## config.mk

```make
export PLATFORM = sky130hd
export DESIGN_NAME = xm_latch
export DESIGN_NICKNAME = d
export VERILOG_FILES = /design/src/rtl/xm_latch.sv
export SDC_FILE = /design/constraint.sdc
export NUM_CORES = 1
export LEC_CHECK = 0
export BUFFER_PORTS_ARGS = -buffer_cell sky130_fd_sc_hd__clkbuf_2
export CORE_UTILIZATION = 40
export CTS_CLUSTER_DIAMETER = 40
export CTS_CLUSTER_SIZE = 16
export DETAILED_ROUTE_END_ITERATION = 8
export PLACE_DENSITY = 0.74
export SLEW_MARGIN = 20
export SYNTH_ARGS = -nofsm -noshare
export SYNTH_HDL_FRONTEND = slang
export SYNTH_SLANG_ARGS = --single-unit
```

## constraint.sdc

```tcl
create_clock -name clock -period 4.1 [get_ports clock]
set_input_delay 0.205 -clock clock [delete_from_list [all_inputs] [get_ports clock]]
set_output_delay 0.205 -clock clock [all_outputs]
set_load 0.005 [all_outputs]
```

## src/rtl/xm_latch.sv

```systemverilog
// Execute/memory pipeline latch with optional overflow-exception remapping.
// Define XM_EXC_REMAP_EN to turn an overflowing add/addi/sub into a write of
// its exception code to register EXC_REG and to count such exceptions.
// Without the macro the latch is a plain pass-through register stage.
module xm_latch #(
  parameter int unsigned EXC_REG   = 30,
  parameter int unsigned EXC_CNT_W = 8
) (
  input  logic                 clock,
  input  logic                 reset,
  input  logic                 in_valid,
  input  logic                 stall,
  input  logic                 flush,
  input  logic [31:0]          data_aluResult,
  input  logic [31:0]          data_operandB,
  input  logic                 overflow,
  input  logic [1:0]           ctrl_excType,
  input  logic [4:0]           ctrl_writeReg,
  input  logic                 ctrl_regWE,
  input  logic                 ctrl_memWE,
  output logic                 out_valid,
  output logic [31:0]          out_result,
  output logic [31:0]          out_storeData,
  output logic [4:0]           out_writeReg,
  output logic                 out_regWE,
  output logic                 out_memWE,
  output logic                 out_excActive,
  output logic [EXC_CNT_W-1:0] exc_count
);

  localparam logic [4:0] ExcRegIdx = 5'(EXC_REG);

  logic        valid_q, valid_d;
  logic [31:0] result_q, result_d;
  logic [31:0] store_q, store_d;
  logic [4:0]  wreg_q, wreg_d;
  logic        regwe_q, regwe_d;
  logic        memwe_q, memwe_d;
  logic        exc_hit;

`ifdef XM_EXC_REMAP_EN
  logic                 exc_q, exc_d;
  logic [EXC_CNT_W-1:0] cnt_q, cnt_d;

  assign exc_hit = in_valid & overflow & (ctrl_excType != 2'd0);

  // Exception flag and saturating exception counter; flushed insns never count
  always_comb begin
    exc_d = exc_q;
    cnt_d = cnt_q;
    if (flush) begin
      exc_d = 1'b0;
    end else if (!stall) begin
      exc_d = exc_hit;
      if (exc_hit && (cnt_q != {EXC_CNT_W{1'b1}})) begin
        cnt_d = cnt_q + EXC_CNT_W'(1);
      end
    end
  end

  // Exception state registers
  always_ff @(posedge clock or posedge reset) begin
    if (reset) begin
      exc_q <= 1'b0;
      cnt_q <= '0;
    end else begin
      exc_q <= exc_d;
      cnt_q <= cnt_d;
    end
  end

  assign out_excActive = exc_q;
  assign exc_count     = cnt_q;
`else
  // Exception inputs are deliberately ignored in this build
  logic unused_exc;
  assign unused_exc    = ^{overflow, ctrl_excType};
  assign exc_hit       = 1'b0;
  assign out_excActive = 1'b0;
  assign exc_count     = '0;
`endif

  // Next state: flush kills control bits but keeps data, stall holds, else load
  always_comb begin
    valid_d  = valid_q;
    result_d = result_q;
    store_d  = store_q;
    wreg_d   = wreg_q;
    regwe_d  = regwe_q;
    memwe_d  = memwe_q;
    if (flush) begin
      valid_d = 1'b0;
      regwe_d = 1'b0;
      memwe_d = 1'b0;
    end else if (!stall) begin
      valid_d  = in_valid;
      result_d = data_aluResult;
      store_d  = data_operandB;
      wreg_d   = ctrl_writeReg;
      regwe_d  = ctrl_regWE & in_valid;
      memwe_d  = ctrl_memWE & in_valid;
      if (exc_hit) begin
        // Store data stays as-is; the store itself is suppressed via memWE
        result_d = {30'd0, ctrl_excType};
        wreg_d   = ExcRegIdx;
        regwe_d  = 1'b1;
        memwe_d  = 1'b0;
      end
    end
  end

  // Pipeline registers
  always_ff @(posedge clock or posedge reset) begin
    if (reset) begin
      valid_q  <= 1'b0;
      result_q <= '0;
      store_q  <= '0;
      wreg_q   <= '0;
      regwe_q  <= 1'b0;
      memwe_q  <= 1'b0;
    end else begin
      valid_q  <= valid_d;
      result_q <= result_d;
      store_q  <= store_d;
      wreg_q   <= wreg_d;
      regwe_q  <= regwe_d;
      memwe_q  <= memwe_d;
    end
  end

  assign out_valid     = valid_q;
  assign out_result    = result_q;
  assign out_storeData = store_q;
  assign out_writeReg  = wreg_q;
  assign out_regWE     = regwe_q;
  assign out_memWE     = memwe_q;

endmodule

```

==> results.md <==
* Syn_area_per_cell at 16.83 µm²
* Slew HR at 52.45%
* Lkg Pwr at 0.001900 µW
* Routed vias at 1873
* Post-DP Area at 0.003520 mm²
* Total track usage at 14.84%
* Initial Utilization at 41.11%
* I/O pin total at 160
* Met2 wire len at 2523 µm
* Top_reg_cell synth: dfrtp_1
* Final setup viols at 0
* Peak VDD IR at 0.2842 mV
* Clock sink total at 72
* ANT cells at 0
* Clock root buffer: clkbuf_8
* Power per cell area at 466.0 mW/mm²
* Post-synthesis xor/xnor area fraction at 0%
* Crit Path Max Fanout at 48
* Remaining antenna violation count at 0
* Die height at 85.33 µm
* Fin Setup TNS at 0 ps
* Post-Route WL at 5180 µm
* Worst skew pair latency at 330 ps
* Final Net Count at 397
* Global-route wire length before repair at 8273 µm
* Sequential fraction of the synthesis area at 64.86%
* CP startpoint kind: primary input
* Fin area at 0.003744 mm²
* Distinct cells, synth at 12
* Clock slew at reported path FFs at 80 ps
* Period minus WS final at 1688 ps
* Ys async rst share at 100.0%
* Met3 routed WL at 448 µm
* CTS tree: done
* Max Clock Skew at 0 ps
* Largest family of logic cells by synthesized area: multiplexers
* Max clock buf depth at 2
* Final HPWL DP at 3816 µm
* Highest clock rate at 592.5 MHz
* Yosys top cell area share at 64.86%
* Synthesis warning total at 0
* Adder-cell share of the synthesized area at 0%
* Type of the tightest min-delay check: primary input to flip-flop
* Initial DRC Count at 39
* Mux contribution to synthesized area at 28.33%
* PortBufs at 147
* WL per Instance at 12.85 µm
* Die width at 85.33 µm
* RSZ-0062 raised after global routing: false
* Fin crit share at 41.17%
* Worst Setup Path Type: primary input to flip-flop
* CTS Buf Count at 9
* Synth area leaders: dfrtp_1 (65%), mux2_2 (26%), buf_4 (3.0%), mux2_1 (2.4%), buf_6 (2.0%)
* Critical Path RT at 4310 ps
* Num rows at 30
* Post-synth top area cell: dfrtp_1
* Die ar. at 0.007281 mm²
* Number of synthesized flops with an enable pin at 0
* Synth Register Bits at 72
* Cells after Synth at 165
* Status: finished, final reports clean
* Worst path arrival time at 1890 ps
* Wl on met1 at 2101 µm
* Complex-gate fraction of the synthesized area at 0.7207%
* # DRC at 0
* Most common cell in the netlist: dfrtp_1
* Fin. Hold Viols at 0
* CTS H-tree depth at 3
* Top sig layer: met4
* Ratio of cells with drive above 1 in the final layout at 70.28%
* Postcts setup bufs at 0
* Via-to-Cell Ratio at 4.648
* Post-synth top cells: dfrtp_1 (72), mux2_2 (63), buf_4 (11)
* Worst setup EP type: flip-flop
* DRT Pass-1 Iters at 2
* Max Cap Viol at 0
* Antenna violations before repair at 0
* Slew Limit Fails at 0
* Vias in the first global route at 1883
* Gr ovfl total at 0
* Routability cong. at 0.7085
* Post-Synth Simple-Gate Area at 0.8108%
* Least-Margin Pin Slew at 712.2 ps
* Area growth, synth to finish at 34.77%
* Mapped cell area at 0.002778 mm²
* Core area at 0.006756 mm²
* Largest net degree at the start of global routing at 49
kinds of logic (layout without fill, tap and decap cells):
logic type,after synthesis,in the layout
multiplexers,70,70
other,1,9
AO/OA/AOI/OAI,2,2
buffers and inverters,17,167
flip-flops,72,72
AND/OR/NAND/NOR,3,3
cell type report:
type,instances,area [µm²]
fillers,583,3013
flip-flops and latches,72,1802
well taps,80,100.1
clock buffers,13,148.9
multi-input cells,84,863.3
inverters,1,3.754
clock inverters,3,65.06
repair buffers,150,760.7
worst paths after layout:
check,to,slack [ps],startpoint,cells past startpoint
worst max-delay path,out_result[1]$_DFFE_PP0P_,2410,flush,4
worst min-delay path,out_storeData[17]$_DFFE_PP0P_,80,data_operandB[17],2
worst max register to register,out_storeData[22]$_DFFE_PP0P_,3310,out_storeData[22]$_DFFE_PP0P_,1
worst min register to register,out_storeData[17]$_DFFE_PP0P_,490,out_storeData[17]$_DFFE_PP0P_,1
max in group asynchronous,out_storeData[20]$_DFFE_PP0P_,2610,reset,4
min in group asynchronous,out_result[22]$_DFFE_PP0P_,530,reset,3
what timing repair did:
item                      4_1_cts  5_1_grt
resized for setup               0        0
hold endpoints to repair        9        0
hold buffers                    1        0
per-stage QoR:
step                instances  utilization (%)  power, µW  hold slack, ps  worst slack, ps
floorplan                 173                -       1015           271.4             2070
global placement          386            52.09       1155           348.0             2059
detailed placement        386            52.09       1167           357.1             2041
CTS                       403            55.41       1768           70.84             2384
global route              403            55.41       1828           70.09             2295
finish                    403            55.41       1745           83.56             2412
cell usage in the layout (no fill, tap or decap):
cell type	synthesis	routed
mux2i_1	1	1
buf_4	11	2
mux2_2	63	63
dfrtp_1	72	72
bufinv_16	0	2
nor2_1	1	1
nor2_4	1	1
clkbuf_2	0	147
clkbuf_8	0	10
and2b_1	1	1
inv_2	0	1
a32o_1	2	2
mux2_1	6	6
clkinv_2	0	1
clkbuf_1	0	3
dlygate4sd3_1	0	1
conb_1	1	9
metal layers:
layer / up-vias / global-route usage (%)
met4: 0 / 7.727
met3: 12 / 5.447
met1: 894 / 16.25
met5: - / 0
li1: 868 / -
met2: 99 / 25.29
state kept, by name, summed over array words and instances, names as in the netlist:
name           flops
out_storeData     32
out_regWE          1
out_memWE          1
out_valid          1
out_writeReg       5
out_result        32
power breakdown:
part | internal, µW | switching (µW)
Clock | 359 | 237
Sequential | 812 | 48.8
Combinational | 174 | 113
worst max-delay path, cell delays in order:
cell,delay (ps)
clkbuf_2,110
nor2_4,530
buf_4,600
mux2_2,410
(Power assumes the default switching activity.)
